$ cat src/rtl/bomb_arm_ctrl.sv
// Arming/countdown controller: latches a password, counts down in seconds,
// and ends in a terminal DEFUSED or EXPLODED state. All outputs are registered.
module bomb_arm_ctrl #(
  parameter int CLK_DIV    = 50000000,
  parameter int COUNT_INIT = 60
) (
  input  logic       clk,
  input  logic       rst,
  input  logic [6:0] SW,
  input  logic       BTN7,
  input  logic       success,
  output logic [6:0] psw,
  output logic       startInput,
  output logic [6:0] sec_left,
  output logic       defused,
  output logic       exploded
);

  // state    | meaning
  // IDLE     | waiting for a BTN7 press with a nonzero password on SW
  // ARMED    | countdown running, password-check block enabled
  // DEFUSED  | success seen while armed; terminal
  // EXPLODED | countdown reached zero; terminal
  typedef enum logic [1:0] {IDLE, ARMED, DEFUSED, EXPLODED} state_t;

  localparam int PW = (CLK_DIV > 2) ? $clog2(CLK_DIV) : 1;
  localparam logic [PW-1:0] PRESC_LAST = PW'(CLK_DIV - 1);
  localparam logic [6:0]    SEC_INIT   = 7'(COUNT_INIT);

  state_t        state_q, state_d;
  logic [PW-1:0] presc_q, presc_d;
  logic          btn_prev_q;
  logic [6:0]    psw_d, sec_d;
  logic          start_d, def_d, exp_d;
  logic          btn_edge, tick;

  assign btn_edge = BTN7 & ~btn_prev_q;
  assign tick     = (presc_q == PRESC_LAST);

  always_ff @(posedge clk) begin
    if (rst) begin
      state_q    <= IDLE;
      presc_q    <= '0;
      btn_prev_q <= 1'b1;  // a button held through reset must not look like a press
      psw        <= '0;
      startInput <= 1'b0;
      sec_left   <= SEC_INIT;
      defused    <= 1'b0;
      exploded   <= 1'b0;
    end else begin
      state_q    <= state_d;
      presc_q    <= presc_d;
      btn_prev_q <= BTN7;
      psw        <= psw_d;
      startInput <= start_d;
      sec_left   <= sec_d;
      defused    <= def_d;
      exploded   <= exp_d;
    end
  end

  always_comb begin
    state_d = state_q;
    presc_d = presc_q;
    psw_d   = psw;
    start_d = startInput;
    sec_d   = sec_left;
    def_d   = defused;
    exp_d   = exploded;
    unique case (state_q)
      IDLE: begin
        psw_d   = '0;
        start_d = 1'b0;
        sec_d   = SEC_INIT;
        def_d   = 1'b0;
        exp_d   = 1'b0;
        if (btn_edge && (SW != 7'd0)) begin
          state_d = ARMED;
          psw_d   = SW;
          start_d = 1'b1;
          presc_d = '0;
        end
      end
      ARMED: begin
        presc_d = tick ? '0 : presc_q + 1'b1;
        // success outranks a simultaneous final tick
        if (success) begin
          state_d = DEFUSED;
          def_d   = 1'b1;
          start_d = 1'b0;
        end else if (tick) begin
          if (sec_left > 7'd1) begin
            sec_d = sec_left - 7'd1;
          end else begin
            sec_d   = 7'd0;
            state_d = EXPLODED;
            exp_d   = 1'b1;
            start_d = 1'b0;
          end
        end
      end
      DEFUSED, EXPLODED: begin
      end
      default: state_d = IDLE;
    endcase
  end

endmodule

$ cat config.mk
export PLATFORM = sky130hd
export DESIGN_NAME = bomb_arm_ctrl
export DESIGN_NICKNAME = d
export VERILOG_FILES = /design/src/rtl/bomb_arm_ctrl.sv
export SDC_FILE = /design/constraint.sdc
export NUM_CORES = 1
export LEC_CHECK = 0
export BUFFER_PORTS_ARGS = -buffer_cell sky130_fd_sc_hd__buf_2
export CAP_MARGIN = 40
export CORE_MARGIN = 3
export CORE_UTILIZATION = 52
export CTS_CLUSTER_DIAMETER = 40
export DETAILED_ROUTE_END_ITERATION = 10
export GPL_ROUTABILITY_DRIVEN = 0
export GPL_TIMING_DRIVEN = 0
export PLACE_DENSITY = 0.75
export RECOVER_POWER = 100
export REMOVE_ABC_BUFFERS = 1
export SLEW_MARGIN = 20
export SYNTH_ARGS = -nofsm -noshare
export SYNTH_HDL_FRONTEND = slang
export SYNTH_SLANG_ARGS = --single-unit
$ cat constraint.sdc
create_clock -name clk -period 2 [get_ports clk]
set_input_delay 0.1 -clock clk [delete_from_list [all_inputs] [get_ports clk]]
set_output_delay 0.1 -clock clk [all_outputs]
set_load 0.005 [all_outputs]
==> out/qor.yml, run 1 <==
status: "complete, no violations"
post_drt_wl_per_cell_um: 14.9
port_buffers: 27
tightest_slew_ps: 687
arrival_ps: 2150
synth_seq_cells: 46
grt_start_max_net_pins: 22
clk_pin_slew_ps: 90
fp.coreArea_mm2: 0.00412
die_area_mm2: 0.00521
p_total_uw: 1910
viasPerCell: 5.90
clock_latency_ps: 310
peakVddDrop_mv: 0.671
relSlewSlack: 0.538
cp_max_fo: 11
synth.area.top_cells: "dfxtp_1 40%, nor2_1 6.9%, xor2_1 4.2%"
grt_first_pass_wirelength_um: 8540
cp_top_family: "simple AND/OR/NAND/NOR gates"
max-cap-violations: 0
num_io_pins: 28
totalWireLength_um: 5080
htreeDepth: 2
diodes: 0
avgSynthCellArea_um2: 8.76
async_flop_share: 0
leakagePower_uw: 0.000964
grt_setup_unrepaired: "true"
path_class: "register to register"
track_usage: 0.203
drt-initial-drc-count: 170
chipHeight_um: 72.2
cts_buffers: 5
drtPass1Iterations: 4
synth_top_area_frac: 0.404
die_x_um: 72.2
ys_types: 52
cp_slowest_stage_delay_ps: 480
ys_seq_area_frac: 0.404
holdPathStages: 2
remaining_drc_errors: 0
setup_viol: 0
yosysTopAreaCell: "dfxtp_1"
drive_gt1_frac: 0.186
initial_core_util: 0.553
power.density_mw_per_mm2: 716
finalSetupTns_ps: 0
r2r_cells: 4
period_minus_slack_ps: 1900
cp-end-kind: "register"
grt_pass1_vias: 1890
min_period_over_period: 0.952
cp.required_ps: 2240
root_buffer: "clkbuf_8"
synth_warnings: 0
crit_cells: 4
antenna_found_initial: 0
rows: 23
seqCellArea_um2: 923
layout.nets: 304
slew_violations: 0
vias: 2012
ys.flop_type: "dfxtp_1"
whs_ps: 17.6
antenna_left: 0
cp.buffers_inverters: 0
multiInputGateArea_mm2: 0.00134
cts_sinks: 46
critPathLaunchType: "register"
grt_remaining_overflow: 0
synth_area_mm2: 0.00228
cts_buffer_depth: 2
cts_tree: "yes"
synth-edff-count: 0
fin_skew_ps: 13.8
area_growth_pct: 17.4
dpl.hpwl_um: 3450
hold_viol_final: 0
nFillCells: 366
path_cells: "nand2b_1 -> a21oi_2 -> or4b_1 -> nand3_1"
min_path_type: "input pin to register"
synthCells: 260
clock.fmax_mhz: 525
cpMaxStageDelayCell: "a21oi_2"
==> where the power goes <==
group          internal, µW  leakage, µW  switching (µW)
registers               925     0.000373            12.6
clock network           533    0.0000714             319
logic                  45.9     0.000521            78.3
total                  1500     0.000964             410
==> path summary, 6_finish.rpt <==
| check | start | slack [ps] | end |
|---|---|---|---|
| setup / recovery | state_q[1] | 100 | presc_q[25] |
| hold / removal | SW[3] | 20 | psw[3] |
| setup reg to reg | state_q[1] | 100 | presc_q[25] |
| hold reg to reg | exploded | 450 | exploded |
==> state kept, by name, indices dropped and copies added (netlist names) <==
register / count
sec_left: 7
psw: 7
state_q: 2
exploded: 1
defused: 1
presc_q: 26
startInput: 1
btn_prev_q: 1
==> per-layer routing <==
metal	wire length, µm	vias to the layer above	global-route usage
met5	0	-	0
met4	60	0	0.0772
met3	183	8	0.0374
met2	2450	35	0.336
met1	2390	959	0.263
li1	-	1010	-
==> cell usage after synthesis, types with 2 or more instances <==
cell and instances:
ha_1 3, nand3b_1 2, nor3_1 4, and3_1 6
a22o_1 7, xnor2_1 8, nor2_1 42, o211ai_1 2
or3_1 3, and2_1 6, clkbuf_1 4, a21oi_1 6
a31oi_1 3, nand4_1 14, nor4b_1 2, nand2_1 12
xor2_1 11, a211oi_1 2, buf_2 5, o21ai_0 4
nand3_1 14, and4_1 3, nor2b_1 2, inv_1 6
mux2i_1 2, nand4bb_1 2, nand2b_1 3, dfxtp_1 46
nor3b_1 2, nor4_1 10, or2_2 3
==> per-stage QoR <==
step            util  worst slack [ps]  area [µm²]  std cells
2_1_floorplan      -              -342        2230        250
3_3_place_gp   0.591             -1070        2430        327
3_5_place_dp   0.598              -313        2460        329
4_1_cts        0.639              52.3        2630        339
5_1_grt        0.650             -34.9        2670        341
6_report       0.650              95.2        2670        341
==> logic make-up (layout without fill, tap and decap cells) <==
kind of cell             after synthesis  in the layout  synth area share
AO/OA/AOI/OAI                         36             36             0.121
AND/OR/NAND/NOR                      138            138             0.347
flip-flops                            46             46             0.404
XOR/XNOR                              19             19            0.0731
buffers and inverters                 16             47            0.0291
multiplexers                           2              2           0.00879
adder cells (fa/ha/maj)                3              3            0.0165
==> what timing repair did <==
action | CTS | global route
gates resized for setup | 3 | 8
buffers inserted | 1 | 2
pin swaps | 1 | 1
setup endpoints to repair | 30 | 30
endpoints found under the hold margin | 1 | 0
hold buffers | 1 | 0
==> placed cells by master (no fill, tap or decap), types with 4 or more instances in the layout <==
cell / instances
and2_1: 6
buf_4: 4
clkbuf_1: 5
dfxtp_1: 44
a22o_1: 7
clkbuf_8: 6
nand2_1: 12
xnor2_1: 8
nor2_1: 41
inv_1: 6
nand4_1: 14
a21oi_1: 6
o21ai_0: 4
nand3_1: 14
nor4_1: 8
buf_2: 22
nor3_1: 4
xor2_1: 11
and3_1: 6
==> layout make-up <==
class,instances,share of cell area
Inverter,6,0.00842
Tap cell,50,0.0234
Multi-Input combinational cell,198,0.502
Clock inverter,2,0.0225
Clock buffer,6,0.0309
Timing Repair Buffer,33,0.0674
Sequential cell,46,0.345
No activity file was read; power rests on OpenSTA's default activity.
==> inputs of run 2 (changes only) <==
--- a/config.mk
+++ b/config.mk
@@ -5,15 +5,16 @@
 export SDC_FILE = /design/constraint.sdc
 export NUM_CORES = 1
 export LEC_CHECK = 0
+export ABC_AREA = 1
 export BUFFER_PORTS_ARGS = -buffer_cell sky130_fd_sc_hd__buf_2
 export CAP_MARGIN = 40
 export CORE_MARGIN = 3
-export CORE_UTILIZATION = 52
+export CORE_UTILIZATION = 53
 export CTS_CLUSTER_DIAMETER = 40
 export DETAILED_ROUTE_END_ITERATION = 10
 export GPL_ROUTABILITY_DRIVEN = 0
 export GPL_TIMING_DRIVEN = 0
-export PLACE_DENSITY = 0.75
+export PLACE_DENSITY = 0.76
 export RECOVER_POWER = 100
 export REMOVE_ABC_BUFFERS = 1
 export SLEW_MARGIN = 20
==> out/qor.yml, run 2 <==
synthCells: 412  # +58%
vias: 2647  # +32%
synth_seq_cells: 46  # unchanged
tightest_slew_ps: 921  # +234 ps
async_flop_share: 0  # unchanged
fin_skew_ps: 6.34  # -7.48 ps
grt_pass1_vias: 2351  # +24%
ys_seq_area_frac: 0.334  # -0.0705
r2r_setup_slack_ps: 170  # +70 ps
period_minus_slack_ps: 1830  # -71.9 ps
min_period_over_period: 0.916  # -0.0360
area_growth_pct: 10.4
avgSynthCellArea_um2: 6.69  # -24%
max-cap-violations: 0  # unchanged
dpl.hpwl_um: 4520  # +31%
antenna_found_initial: 0  # unchanged
layout_common_cells: "117 x nand2_1, 50 x inv_1, 46 x dfxtp_1, 41 x nor2_1, 32 x nand3_1"
synth_warnings: 0  # unchanged
fp.coreArea_mm2: 0.00488  # +19%
reg2reg_to: "presc_q[9]"
fin_ws_ps: 167  # +71.9 ps
drive_gt1_frac: 0.150  # -0.0359
clock_latency_ps: 300  # about the same
drt-initial-drc-count: 187  # +10%
cp-end-kind: "register"
remaining_drc_errors: 0  # unchanged
initial_core_util: 0.565  # +0.0118
arrival_ps: 2030  # -120 ps
num_io_pins: 28  # unchanged
power.density_mw_per_mm2: 674  # -5.9%
die_area_mm2: 0.00610  # +17%
r2r_cells: 12  # +8
yosysMostFrequentCell: "nand2_1"
endpoint: "presc_q[9]"
die_x_um: 78.1  # +8.3%
peakVddDrop_mv: 0.460  # -31%
track_usage: 0.205  # +0.00192
clock.fmax_mhz: 546  # +3.9%
synth_top_area_frac: 0.334  # -0.0705
final_common_cell: "nand2_1"
layout.nets: 454  # +49%
htreeDepth: 2  # unchanged
yosys-top-cells-count: "117 x nand2_1, 50 x inv_1, 46 x dfxtp_1, 39 x nor2_1, 32 x nand3_1"
cts_buffers: 5  # unchanged
cts_buffer_depth: 2  # unchanged
critPathLaunchType: "register"
r2r-start: "presc_q[1]"
leakagePower_uw: 0.00118  # +23%
min_path_type: "input pin to register"
yosysTopAreaCell: "dfxtp_1"
totalWireLength_um: 6030  # +19%
viasPerCell: 5.21  # -12%
slew_violations: 0  # unchanged
antenna_left: 0  # unchanged
ys.flop_type: "dfxtp_1"
cts_tree: "yes"
post_drt_wl_per_cell_um: 11.9  # -20%
root_buffer: "clkbuf_8"
grt_first_pass_wirelength_um: 10300  # +20%
diodes: 0  # unchanged
largest_registers: "presc_q: 26 flops, psw: 7 flops, sec_left: 7 flops"
worstSetupStartpoint: "presc_q[1]"
ys_types: 38  # -27%
setup_viol: 0  # unchanged
relSlewSlack: 0.386  # -0.152
chipHeight_um: 78.1  # +8.3%
largest_reg_flops: 26  # unchanged
rows: 25  # +8.7%
synth-edff-count: 0  # unchanged
path_class: "register to register"
cts_sinks: 46  # unchanged
nFillCells: 483  # +32%
finalSetupTns_ps: 0  # unchanged
hold_viol_final: 0  # unchanged
grt_setup_unrepaired: "false"
cp_max_fo: 12  # +1
cp.required_ps: 2190  # -50 ps
clk_pin_slew_ps: 90  # about the same
port_buffers: 27  # unchanged
grt_remaining_overflow: 0  # unchanged
dp_slack_ps: 93.7  # +406 ps
grt_start_max_net_pins: 22  # unchanged
synth_area_mm2: 0.00276  # +21%
largest-register: "presc_q"
drtPass1Iterations: 5  # +1
status: "complete, no violations"
synth.area.top_cells: "dfxtp_1 33%, nand2_1 16%, inv_1 6.8%"
==> run 2: changes by cell type after synthesis, moves of 7 or more <==
| cell | previous run | this run |
|---|---|---|
| inv_1 | 6 | 50 |
| nand3_1 | 14 | 32 |
| nor3_2 | 0 | 8 |
| a21oi_1 | 6 | 29 |
| a22o_1 | 7 | 0 |
| nor2_2 | 0 | 10 |
| nand2_2 | 0 | 7 |
| xnor2_1 | 8 | 0 |
| nor4_1 | 10 | 2 |
| nand2_1 | 12 | 117 |
| o21ai_0 | 4 | 12 |
==> run 2: final cells by class <==
class                   instances  area [µm²]  share of cell area
inverters                      53         201              0.0662
flip-flops and latches         46         921               0.303
clock buffers                   5        68.8              0.0226
well taps                      67        83.8              0.0275
repair buffers                 28         136              0.0448
clock inverters                 3        68.8              0.0226
multi-input cells             306        1560               0.514
==> run 2: cell families after synthesis <==
family | count (synthesis) | synth area share
AND/OR/NAND/NOR | 249 | 0.445
buffers and inverters | 60 | 0.0957
AO/OA/AOI/OAI | 49 | 0.0957
flip-flops | 46 | 0.334
XOR/XNOR | 5 | 0.0159
adder cells (fa/ha/maj) | 3 | 0.0136
==> run 2: critical path: stages, from the launching register on <==
cell and delay (ps):
dfxtp_1 360, ha_1 200, inv_1 80, nor2_4 200, nand2_2 100, nor2_4 120
nand2_4 110, nand2_8 120, nand2_4 70, nand2_8 130, inv_1 120, nand2_1 80
nor2_1 30
==> run 2: stage by stage <==
stage | total power [µW] | hold slack (ps) | instances | util | area, µm²
3_5_place_dp | 1250 | 317 | 499 | 0.597 | 2910
3_3_place_gp | 1240 | 305 | 499 | 0.597 | 2910
4_1_cts | 2080 | 45.7 | 508 | 0.627 | 3060
6_report | 2050 | 53.9 | 508 | 0.624 | 3040
2_1_floorplan | 1160 | 169 | 405 | - | 2700
5_1_grt | 2140 | 56.8 | 508 | 0.624 | 3040
==> run 2: worst min-delay path by stage <==
stage             endpoint  start  cells past startpoint  slack, ps
2_1_floorplan  presc_q[12]    rst                      1        170
3_3_place_gp    btn_prev_q   BTN7                      3        310
3_5_place_dp    btn_prev_q   BTN7                      3        320
4_1_cts             psw[6]  SW[6]                      3         50
5_1_grt             psw[6]  SW[6]                      3         60
6_report            psw[6]  SW[6]                      3         50
==> run 2: power by group <==
part           switching [µW]  internal (µW)  leakage [µW]
sequential               20.7            940      0.000372
combinational             180           81.6      0.000743
clock                     327            501     0.0000683
total                     528           1520       0.00118
==> run 2: timing repair <==
| item | CTS | global route |
|---|---|---|
| gates resized for setup | 0 | 1 |
| setup endpoints to repair | 0 | 2 |
| hold endpoints to repair | 1 | 0 |
| setup buffers | 0 | 0 |
| hold buffers | 1 | 0 |
==> run 2: layer usage <==
layer / share of wire / GRT usage / vias to the layer above
li1: - / - / 1370
met1: 0.47 / 0.255 / 1195
met2: 0.48 / 0.366 / 77
met3: 0.045 / 0.0344 / 5
met4: 0.0076 / 0.0524 / 0
met5: 0 / 0 / -
==> inputs of run 3 (changes only) <==
--- a/config.mk
+++ b/config.mk
@@ -9,12 +9,11 @@
 export BUFFER_PORTS_ARGS = -buffer_cell sky130_fd_sc_hd__buf_2
 export CAP_MARGIN = 40
 export CORE_MARGIN = 3
-export CORE_UTILIZATION = 53
+export CORE_UTILIZATION = 36
 export CTS_CLUSTER_DIAMETER = 40
 export DETAILED_ROUTE_END_ITERATION = 10
 export GPL_ROUTABILITY_DRIVEN = 0
 export GPL_TIMING_DRIVEN = 0
-export PLACE_DENSITY = 0.76
 export RECOVER_POWER = 100
 export REMOVE_ABC_BUFFERS = 1
 export SLEW_MARGIN = 20
==> out/qor.yml, run 3 (synthesis gave the netlist of run 2 again) <==
leakagePower_uw: 0.00121  # +2.3%
whs_ps: 49.9  # -4.04 ps
grt_util_met1: 0.209  # -0.0457
period_minus_slack_ps: 1810  # -22.6 ps
num_io_pins: 28  # unchanged
drive_gt1_frac: 0.155  # +0.00575
remaining_drc_errors: 0  # unchanged
cts_buffer_depth: 2  # unchanged
largest_registers: "presc_q: 26 flops, psw: 7 flops, sec_left: 7 flops"
clock.fmax_mhz: 552  # +1.2%
grt_use_met3: 0.0274  # -0.00705
chipHeight_um: 93.5  # +20%
critPathLaunchType: "register"
area_growth_pct: 12.8
grt_first_pass_wirelength_um: 11200  # +9.0%
cp.required_ps: 2210  # +20 ps
finalSetupTns_ps: 0  # unchanged
cp-end-kind: "register"
slew_violations: 0  # unchanged
grt_remaining_overflow: 0  # unchanged
cp.buffers_inverters: 2  # unchanged
antenna_found_initial: 0  # unchanged
drt-initial-drc-count: 102  # -45%
setup_viol: 0  # unchanged
hold_viol_final: 0  # unchanged
min-delay-start: "SW[6]"
final_util: 0.424  # -0.200
cpMaxStageDelayCell: "dfxtp_1"
worstSetupStartpoint: "presc_q[1]"
dpl.hpwl_um: 4720  # +4.4%
grt_busiest_layer: "met2"
min_period_over_period: 0.905  # -0.0113
port_buffers: 27  # unchanged
fin_skew_ps: 3.29  # -3.05 ps
htreeDepth: 2  # unchanged
final_common_cell: "nand2_1"
cts_buffers: 5  # unchanged
clock_latency_ps: 300  # about the same
placed_cell_area_mm2: 0.00295  # +1.4%
cts_sinks: 46  # unchanged
track_usage: 0.159  # -0.0459
viasPerCell: 4.83  # -7.2%
fin_area_mm2: 0.00311  # +2.2%
clk_pin_slew_ps: 90  # about the same
grt_start_max_net_pins: 22  # unchanged
grtUsageMet2: 0.266  # -0.101
grt_pass1_vias: 2415  # +2.7%
initial_core_util: 0.376  # -0.189
holdPathStages: 3  # unchanged
min_path_type: "input pin to register"
power.density_mw_per_mm2: 673  # about the same
arrival_ps: 2020  # about the same
tightest_slew_ps: 538  # -383 ps
layout_common_cells: "117 x nand2_1, 50 x inv_1, 46 x dfxtp_1, 41 x nor2_1, 32 x nand3_1"
drtPass1Iterations: 4  # -1
layout.nets: 457  # +0.66%
die_area_mm2: 0.00875  # +43%
die_x_um: 93.5  # +20%
r2r-start: "presc_q[1]"
fp.coreArea_mm2: 0.00733  # +50%
status: "complete, no violations"
largest-register: "presc_q"
diodes: 0  # unchanged
fin_ws_ps: 190  # +22.6 ps
largest_reg_flops: 26  # unchanged
dp_slack_ps: 54.5  # -39.3 ps
post_drt_wl_per_cell_um: 12.0  # +0.81%
crit_cells: 12  # unchanged
rows: 31  # +24%
max-cap-violations: 0  # unchanged
antenna_left: 0  # unchanged
vias: 2625  # -0.83%
r2r_cells: 12  # unchanged
cp_top_family: "simple AND/OR/NAND/NOR gates"
path_class: "register to register"
root_buffer: "clkbuf_8"
peakVddDrop_mv: 0.323  # -30%
cp_max_fo: 12  # unchanged
path_cells: "ha_1 -> inv_1 -> nor2_4 -> nand2_2 -> nor2_4 -> nand2_4 -> nand2_8 -> nand2_4 -> nand2_8 -> inv_1 -> nand2_1 -> nor2_1"
cp_slowest_stage_delay_ps: 360  # about the same
totalWireLength_um: 6500  # +7.8%
grt_setup_unrepaired: "false"
cts_tree: "yes"
relSlewSlack: 0.640  # +0.254
-- run 3: layout make-up --
class | instances | area, µm²
clock inverters | 2 | 60.1
fillers | 791 | 4220
well taps | 99 | 124
inverters | 53 | 201
repair buffers | 31 | 160
multi-input cells | 306 | 1560
clock buffers | 6 | 82.6
flip-flops and latches | 46 | 921
-- run 3: what timing repair did --
action                                 in CTS  in global routing
endpoints found under the hold margin       1                  0
setup endpoints to repair                   0                  2
resized for setup                           0                  1
hold buffers                                1                  0
setup buffers                               0                  3
-- run 3: stage by stage --
step                      instances  total power, µW
after floorplan                 405             1160
after global placement          531             1250
after detailed placement        531             1250
after CTS                       540             2120
after global routing            543             2190
final                           543             2090
-- run 3: worst min-delay path: cells and delay by family --
kind / cells / cell delay [ps]
compound gates: 1 / 60
buf+inv: 2 / 140
-- run 3: per-layer routing --
layer  share of wire  wire [µm]
met1            0.49       3190
met2            0.46       3020
met3           0.037        238
met4          0.0097         63
met5               0          0
-- run 3: path summary, 6_finish.rpt --
check	to	slack [ps]
worst max-delay path	presc_q[23]	190
worst min-delay path	psw[6]	50
worst max register to register	presc_q[23]	190
worst min register to register	psw[6]	460
-- run 3: power by group --
part	switching (µW)	internal, µW	leakage (µW)
Sequential	21.7	940	0.000372
Combinational	183	81.8	0.000767
Clock	334	533	0.0000714
